## config.mk

```make
export PLATFORM = sky130hd
export DESIGN_NAME = tx_gearbox_130b
export DESIGN_NICKNAME = d
export VERILOG_FILES = /design/src/rtl/tx_gearbox_130b.sv
export SDC_FILE = /design/constraint.sdc
export NUM_CORES = 1
export LEC_CHECK = 0
export ABC_AREA = 1
export CAP_MARGIN = 40
export CORE_UTILIZATION = 57
export CTS_CLUSTER_SIZE = 24
export DETAILED_ROUTE_END_ITERATION = 10
export HOLD_SLACK_MARGIN = 0.15
export PLACE_DENSITY = 0.82
export SYNTH_ARGS = -nofsm -noshare
export SYNTH_HDL_FRONTEND = slang
export SYNTH_SLANG_ARGS = --single-unit
```

## constraint.sdc

```tcl
create_clock -name pclk -period 3.4 [get_ports pclk]
set_input_delay 0.34 -clock pclk [delete_from_list [all_inputs] [get_ports pclk]]
set_output_delay 0.34 -clock pclk [all_outputs]
set_load 0.05 [all_outputs]
```

## src/rtl/tx_gearbox_130b.sv

```systemverilog
// 128b/130b TX gearbox: packs sync header + 4 scrambled words per block into a 32-bit stream, 1-cycle latency.
// Backpressure: in_ready drops for one cycle every 16 blocks to flush 32 accumulated header bits.
module tx_gearbox_130b (
  input  logic        pclk,
  input  logic        reset,
  input  logic        gen3_en,
  input  logic        in_valid,
  output logic        in_ready,
  input  logic [31:0] in_data,
  input  logic [1:0]  in_sync,
  output logic        out_valid,
  output logic [31:0] out_data,
  output logic        sync_err
);

  logic [63:0] acc;
  logic [5:0]  r;
  logic [1:0]  word_idx;

  logic        stall;
  logic        accept;
  logic        hdr;
  logic [63:0] new_bits;
  logic [63:0] nxt;

  always_comb begin
    stall    = gen3_en && (r == 6'd32) && (word_idx == 2'd0);
    in_ready = gen3_en ? !((r == 6'd32) && (word_idx == 2'd0)) : 1'b1;
    accept   = in_valid && in_ready;
    hdr      = (word_idx == 2'd0);
    // in_sync[0] lands at the lowest bit so it is transmitted first
    new_bits = hdr ? {30'd0, in_data, in_sync} : {32'd0, in_data};
    nxt      = acc | (new_bits << r);
  end

  always_ff @(posedge pclk) begin
    if (reset) begin
      acc       <= 64'd0;
      r         <= 6'd0;
      word_idx  <= 2'd0;
      out_valid <= 1'b0;
      out_data  <= 32'd0;
      sync_err  <= 1'b0;
    end else if (!gen3_en) begin
      acc       <= 64'd0;
      r         <= 6'd0;
      word_idx  <= 2'd0;
      out_valid <= in_valid;
      out_data  <= in_data;
      sync_err  <= 1'b0;
    end else if (stall) begin
      // residual holds exactly one full word of absorbed headers
      out_data  <= acc[31:0];
      out_valid <= 1'b1;
      acc       <= 64'd0;
      r         <= 6'd0;
      sync_err  <= 1'b0;
    end else if (accept) begin
      out_data  <= nxt[31:0];
      out_valid <= 1'b1;
      acc       <= nxt >> 32;
      r         <= hdr ? r + 6'd2 : r;
      word_idx  <= word_idx + 2'd1;
      sync_err  <= hdr && ((in_sync == 2'b00) || (in_sync == 2'b11));
    end else begin
      out_valid <= 1'b0;
      sync_err  <= 1'b0;
    end
  end

endmodule

```

# Word level (Yosys, flattened, before mapping)
# Cells that the tools add are included.
# classes
n_shift	1
n_bitwise	4
reduce_logical	14
mux	8
n_addsub	2
n_eq_ne	3
# op_table
op	n
32-bit two-way mux	3
32-bit by 64-bit OR with 64-bit output	1
34-bit by 6-bit left shift with 64-bit output	1
34-bit two-way mux	1
6-bit by 2-bit adder with 6-bit output, second input constant	1
6-bit == test, second input constant	1
1-bit logical AND	5
2-bit zero test	2
1-bit two-way mux	4
2-bit AND reduction	2
4-bit OR reduction	1
3-bit by 1-bit inequality test with 1-bit output, second input constant	1
1-bit inverter	3
3-bit OR reduction	1
2-bit by 1-bit adder with 2-bit output, second input constant	1
2-bit == test, second input constant	1
2-bit OR reduction	1
1-bit zero test	1
1-bit logical OR	1
# word_totals
regBits	74
in_bits	38
elab_cells	38
output_inout_bits	35

# Longest topological paths before layout
# Gate-level depths: netlist (run 1).
# logic_depth
ltp_word	8
mapped_depth	15
depth_no_buf	13

# Worst setup path after synthesis (run 1)
# Ideal clock, no wire load.
# synth_path
kind	register -> register
start	reg r[2]
end	reg acc[27]
synth_period_minus_slack_ns	1.867
path_buffers	3
arrival_time_ns	1.746
path_stages_with_launch	13
setup_time_ns	0.122
required_time_ns	3.278
path_slack_ns	1.533
path_cell_list	dfxtp_1 -> buf_2 -> inv_2 -> buf_2 -> ha_1 -> nand4_2 -> nor2_4 -> nand2_4 -> nand2_1 -> inv_2 -> buf_2 -> o21ai_0 -> a21oi_2
# synth_between
elab_chain_cells	5
elab_cells_between_ends	10
classes_between	1 x eq/ne; 1 x shift; 1 x mux; 1 x bitwise; 6 x reduce/logical
# synth_lines
item	line_no	text
start: declaration	17	logic [5:0] r;
start signal: assignment	62	r <= hdr ? r + 6'd2 : r;
6-bit == test	28	in_ready = gen3_en ? !((r == 6'd32) && (word_idx == 2'd0)) : 1'b1;
1-bit logical AND	28	
1-bit zero test	28	
1-bit two-way mux	28	
net in_ready	8	output logic in_ready,
1-bit logical AND	29	accept = in_valid && in_ready;
end signal: assignment	61	acc <= nxt >> 32;
end: declaration	16	logic [63:0] acc;
# The timed path passes the listed nets, and every way through them passes these cells.
# A chain may end at the register's enable or synchronous reset.

# Worst setup path in the final report (run 1)
# layout_path
start	reg word_idx[0]
end	reg acc[2]
# layout_between
elab_chain_cells	5
elab_cells_between_ends	10
classes_between	1 x shift; 2 x mux; 1 x bitwise; 6 x reduce/logical
# layout_lines
item	line_no	text
start: declaration	18	logic [1:0] word_idx;
start signal: assignment	63	word_idx <= word_idx + 2'd1;
2-bit zero test *	27, 28, 30	
branches (longest 4 deep; another with 34-bit by 6-bit left shift with 64-bit output)	n/a	
# Every way passes the cells marked *.

==> flow_summary.json, run 1 <==
{
  "fillerInstances": 965,
  "netlist_area_um2": 5820,
  "grt_overflow": 0,
  "finalMaxSlewViolations": 0,
  "dp_hpwl_mm": 16.1,
  "period_minus_slack_ps": 2660,
  "grt_pass1_vias": 6325,
  "worstMarginPinSlew_ps": 904,
  "cp-startpoint": "word_idx[0]",
  "status": "completed",
  "synth.distinct_cells": 36,
  "grt_max_degree": 64,
  "ant_nets": 0,
  "finClkSkew_ps": 10.1,
  "seqPwrFrac_pct": 36.4,
  "crit_required_ps": 3670,
  "path_cells": "inv_1 -> ha_1 -> inv_8 -> nand2_1 -> nand3_1 -> nand3_1 -> nand2_1 -> o211ai_1 -> nand3_1 -> nand2_1 -> inv_1",
  "nNetsFinal": 1060,
  "netlist_instances": 989,
  "clockPowerShare_pct": 28.6,
  "rows": 36,
  "switchingPower_mw": 1.03,
  "slowest_stage": "ha_1",
  "first_iter_violations": 950,
  "cp-end-kind": "register",
  "power.static_leakage_nw": 3.03,
  "viasPerCell": 6.27,
  "cap_violations": 0,
  "cts_tree": "built",
  "drt_wl_total_mm": 23.2,
  "rsz0062_at_grt": "no",
  "p_total_mw": 2.55,
  "antennaDiodeCount": 0,
  "min_from": "out_data[4]",
  "drive_gt1_share_pct": 7.62,
  "dieHeight_um": 103,
  "synthFlopType": "dfxtp_1",
  "setup_tns_ps": 0,
  "synth-async-reset-ratio_pct": 0,
  "ys_ff_latch": 73,
  "via_count": 7243,
  "pre_cts_ws_ps": 1030,
  "min_period_over_period_pct": 78.3,
  "cts_resized": 0,
  "grt_usage_pct": 46.0,
  "cpPeakStageDelay_ps": 630,
  "worstPathArrival_ps": 2940,
  "worst-path-buf-inv": 3,
  "seq_area_um2": 1460,
  "worst_slack_ps": 738,
  "gp_congestion": 1.08,
  "synth_warnings": 0,
  "io_buffers": 72,
  "multi_input_area_um2": 3690,
  "clkLatencyLatePin_ps": 370,
  "yosysSeqAreaShare_pct": 25.1,
  "numCtsBuffers": 9,
  "syn_avg_cell_area_um2": 5.88,
  "synth-edff-count": 0,
  "crit_fanout": 31,
  "swShare_pct": 40.5,
  "hold_buffers": 0,
  "p_int_mw": 1.52,
  "die_area_um2": 10600,
  "syn2layout_area_growth_pct": 14.1,
  "powerDensity_nw_per_um2": 384,
  "irDropWorstVdd_v": 0.000238,
  "wl_per_cell_um": 20.1,
  "antenna_found_initial": 0,
  "cts.clk_slew.worst_paths_ps": 90,
  "relSlewSlack_pct": 39.7,
  "cts-root-buf": "clkbuf_8",
  "htree_levels": 3,
  "drt-pass1-iter-count": 6,
  "hold_viol_final": 0,
  "crit_type": "register to register",
  "worstSetupStartpointType": "register",
  "syn_nets": 1031,
  "min_path_type": "register to register",
  "timing.fmax_mhz": 376,
  "drc_errors": 0,
  "ioPinCount": 73,
  "clockBufferDepth": 2,
  "cts.sinks": 73,
  "setup_viol": 0,
  "postCtsSetupBuffers": 0,
  "core_area_um2": 9820,
  "p_comb_share_pct": 34.9,
  "fp.dieW_um": 103,
  "path_delay_family": "simple AND/OR/NAND/NOR gates",
  "r2r-start": "word_idx[0]",
  "grt_pass1_wl_mm": 35.7,
  "start_util_pct": 59.3
}
-- synthesized netlist by cell type, types with 4 or more instances --
library cell,number,share of area (%)
a21oi_1,47,4.0
a21oi_2,11,1.7
a31oi_1,11,1.2
buf_1,5,0.32
buf_2,30,2.6
buf_4,10,1.3
buf_6,7,1.4
clkbuf_1,20,1.3
dfxtp_1,73,25
ha_1,4,0.86
inv_1,56,3.6
inv_2,4,0.26
nand2_1,204,13
nand2_2,10,1.1
nand3_1,257,22
nor2_1,127,8.2
o211ai_1,6,0.77
o21ai_0,67,5.8
o21ai_1,14,1.2
-- power groups by stage --
stage | logic [mW] | registers, mW | clock network, mW
6_report | 0.891 | 0.929 | 0.730
5_1_grt | 0.956 | 0.935 | 0.768
4_1_cts | 0.851 | 0.929 | 0.729
3_5_place_dp | 0.846 | 0.948 | 0
3_3_place_gp | 0.845 | 0.948 | 0
2_1_floorplan | 0.451 | 1.07 | 0
-- through the flow --
stage          instance area [um^2]  util, %  hold WS (ps)  instances
2_1_floorplan                  5820        -           474        989
3_3_place_gp                   6440     65.6           458       1140
3_5_place_dp                   6440     65.6           460       1140
4_1_cts                        6640     67.6           473       1156
5_1_grt                        6640     67.6           507       1156
6_report                       6640     67.6           473       1156
-- worst min-delay path: cells and delay by family, from the launching register on --
kind / cells / cell delay, ps
AOI/OAI and AO/OA: 1 / 50
DFF: 1 / 320
and+or+nand+nor: 1 / 60
-- final cells by class --
class / instances / share of cell area (%)
tap: 133 / 2.51
multi-input combinational: 780 / 55.5
inverter: 63 / 3.79
clock inverter: 7 / 1.17
timing repair buffer: 91 / 13.1
clock buffer: 9 / 1.86
sequential: 73 / 22.0
-- logic make-up (layout without fill, tap and decap cells) --
| logic type | after synthesis | count (layout) | share of synthesized area, % |
|---|---|---|---|
| AOI/OAI and AO/OA | 161 | 161 | 15.3 |
| xor gates and xnor gates | 2 | 2 | 0.301 |
| adders and majority gates | 4 | 4 | 0.860 |
| buffers and inverters | 136 | 170 | 11.5 |
| DFF | 73 | 73 | 25.1 |
| and+or+nand+nor | 613 | 613 | 46.9 |
-- layout by cell type (no fill, tap or decap), types with 2 or more instances in the layout --
cell / instances
inv_2: 4
clkinv_4: 2
nand2_2: 10
xor2_1: 2
nor2_4: 2
clkbuf_8: 9
o211ai_1: 6
nor2_2: 2
o31ai_1: 2
o21ai_0: 67
inv_1: 56
inv_6: 3
buf_4: 19
o21ai_1: 14
a21oi_2: 11
clkdlybuf4s50_1: 71
nand3_2: 2
nand2_4: 2
nand3_1: 257
a31oi_1: 11
a21oi_1: 47
nand4_1: 2
dfxtp_1: 73
o21ai_2: 2
ha_1: 4
or2_2: 2
nor2_1: 127
nand2_1: 204
-- state kept, by name (all words and copies together), names as in the netlist --
signal and count:
acc 32, out_data 32, out_valid 1, r 5, sync_err 1, word_idx 2
-- per-layer routing --
layer  GRT usage [%]  vias to the layer above  wire [um]
li1                -                     3368          -
met1            59.5                     3172       8910
met2            63.5                      582       9360
met3            15.1                      121       3210
met4            33.3                        0       1740
met5               0                        -          0
-- worst paths after layout --
check                      to  slack (ps)  depth (start not counted)
hold / removal    out_data[4]         470                          2
hold reg to reg   out_data[4]         470                          2
setup / recovery       acc[2]         740                         11
setup reg to reg       acc[2]         740                         11
Power figures use the tool's default switching activity.
==> inputs of run 2 (changes only) <==
Settings changed: CORE_UTILIZATION 57 to 51, PLACE_DENSITY 0.82 to 0.77.
Clock period 3.4 ns to 2.43 ns, I/O delays scaled along.
==> flow_summary.json, run 2 (same netlist as run 1, synthesis figures left out) <==
{
  "min_path_type": "register to register",
  "swShare_pct": 38.7,
  "grt_usage_pct": 39.4,
  "htree_levels": 3,
  "clkLatencyLatePin_ps": 340,
  "place_area_um2": 6530,
  "post-route-util_pct": 62.1,
  "ioPinCount": 73,
  "r2r-start": "word_idx[0]",
  "grt_max_degree": 53,
  "period_minus_slack_ps": 2170,
  "switchingPower_mw": 1.49,
  "hold_buffers": 0,
  "hold_end": "out_data[9]",
  "clockPowerShare_pct": 34.5,
  "finClkSkew_ps": 4.66,
  "drt-pass1-iter-count": 6,
  "grt_pass1_wl_mm": 34.7,
  "fp.dieW_um": 109,
  "timing.fmax_mhz": 461,
  "grt_pass1_vias": 6305,
  "core_area_um2": 11000,
  "p_comb_share_pct": 31.6,
  "viasPerCell": 6.11,
  "r2r_slack_ps": 260,
  "die_area_um2": 11800,
  "cts_resized": 0,
  "drc_errors": 0,
  "cap_violations": 0,
  "min_from": "out_data[9]",
  "numCtsBuffers": 9,
  "crit_required_ps": 2710,
  "worst_slack_ps": 261,
  "syn2layout_area_growth_pct": 17.2,
  "nNetsFinal": 1066,
  "worstSetupStartpointType": "register",
  "mostFrequentLayoutCells": "nand3_1, nand2_1, nor2_1",
  "rsz0062_at_grt": "no",
  "final-instance-count-excl-fill": 1169,
  "cts.sinks": 73,
  "min_period_over_period_pct": 89.3,
  "reg2reg_depth": 10,
  "rows": 38,
  "start_util_pct": 53.0,
  "final_common_cell": "nand3_1",
  "dpl.cell_count": 1153,
  "postCtsSetupBuffers": 0,
  "drive_gt1_share_pct": 8.16,
  "grt_overflow": 0,
  "power.static_leakage_nw": 3.11,
  "setup_tns_ps": 0,
  "io_buffers": 72,
  "wl_per_cell_um": 19.5,
  "clockBufferDepth": 2,
  "relSlewSlack_pct": 55.5,
  "first_iter_violations": 1020,
  "powerDensity_nw_per_um2": 564,
  "whs_path_depth": 2,
  "irDropWorstVdd_v": 0.000363,
  "cts_tree": "built",
  "ant_nets": 0,
  "antenna_found_initial": 0,
  "cts-root-buf": "clkbuf_16",
  "fin_area_um2": 6820,
  "p_total_mw": 3.85,
  "reg.largest.list": "acc: 32 flops, out_data: 32 flops, r: 5 flops",
  "dp_hpwl_mm": 16.3,
  "worstPathArrival_ps": 2440,
  "cp-end-kind": "register",
  "r2r-end": "acc[19]",
  "dieHeight_um": 109,
  "cts.clk_slew.worst_paths_ps": 70,
  "crit_fanout": 33,
  "drt_wl_total_mm": 22.7,
  "via_count": 7147,
  "worstMarginPinSlew_ps": 666,
  "gp_congestion": 0.998,
  "setup_viol": 0,
  "pre_cts_ws_ps": 339,
  "whs_ps": 466,
  "crit_type": "register to register",
  "finalMaxSlewViolations": 0,
  "status": "completed",
  "p_int_mw": 2.36,
  "seqPwrFrac_pct": 33.8,
  "hold_viol_final": 0,
  "fillerInstances": 1086,
  "antennaDiodeCount": 0
}
[run 2: metal layers]
layer	routed length (um)	track usage, %	up-vias
met1	9200	51.6	3174
met3	2390	6.93	104
met5	0	0	-
met4	1630	25.2	0
li1	-	-	3381
met2	9520	59.5	488
[run 2: area by class of cell]
class / count / area (um^2) / share of cell area (%)
well taps: 140 / 175 / 2.57
flip-flops and latches: 73 / 1460 / 21.4
clock inverters: 7 / 60.1 / 0.881
inverters: 63 / 251 / 3.69
multi-input cells: 780 / 3690 / 54.1
repair buffers: 97 / 956 / 14.0
clock buffers: 9 / 225 / 3.30
[run 2: worst max-delay path by stage]
stage	from	endpoint	depth (start not counted)
3_3_place_gp	word_idx[0]	out_data[7]	10
2_1_floorplan	r[2]	acc[27]	12
5_1_grt	word_idx[0]	acc[5]	11
4_1_cts	word_idx[0]	acc[19]	10
6_report	word_idx[0]	acc[19]	10
3_5_place_dp	word_idx[0]	acc[12]	10
[run 2: power by group through the flow]
stage	Combinational, mW	Clock (mW)	Sequential (mW)
after floorplan	0.631	0	1.50
after global placement	1.18	0	1.33
after detailed placement	1.18	0	1.33
after CTS	1.19	1.32	1.30
after global routing	1.31	1.38	1.31
final	1.22	1.33	1.30
[run 2: worst max-delay path: stages, from the launching register on]
cell	delay (ps)
dfxtp_1	310
inv_1	60
ha_1	230
buf_12	190
inv_8	190
nand2_2	80
nand3_1	90
nand3_1	240
o21ai_1	400
nand3_1	160
a21oi_2	140
==> inputs of run 3 (changes only) <==
Settings changed: SLEW_MARGIN from default to 20.
==> results of run 3 <==
No change in the layout: final DEF, timing and power equal those of run 2.
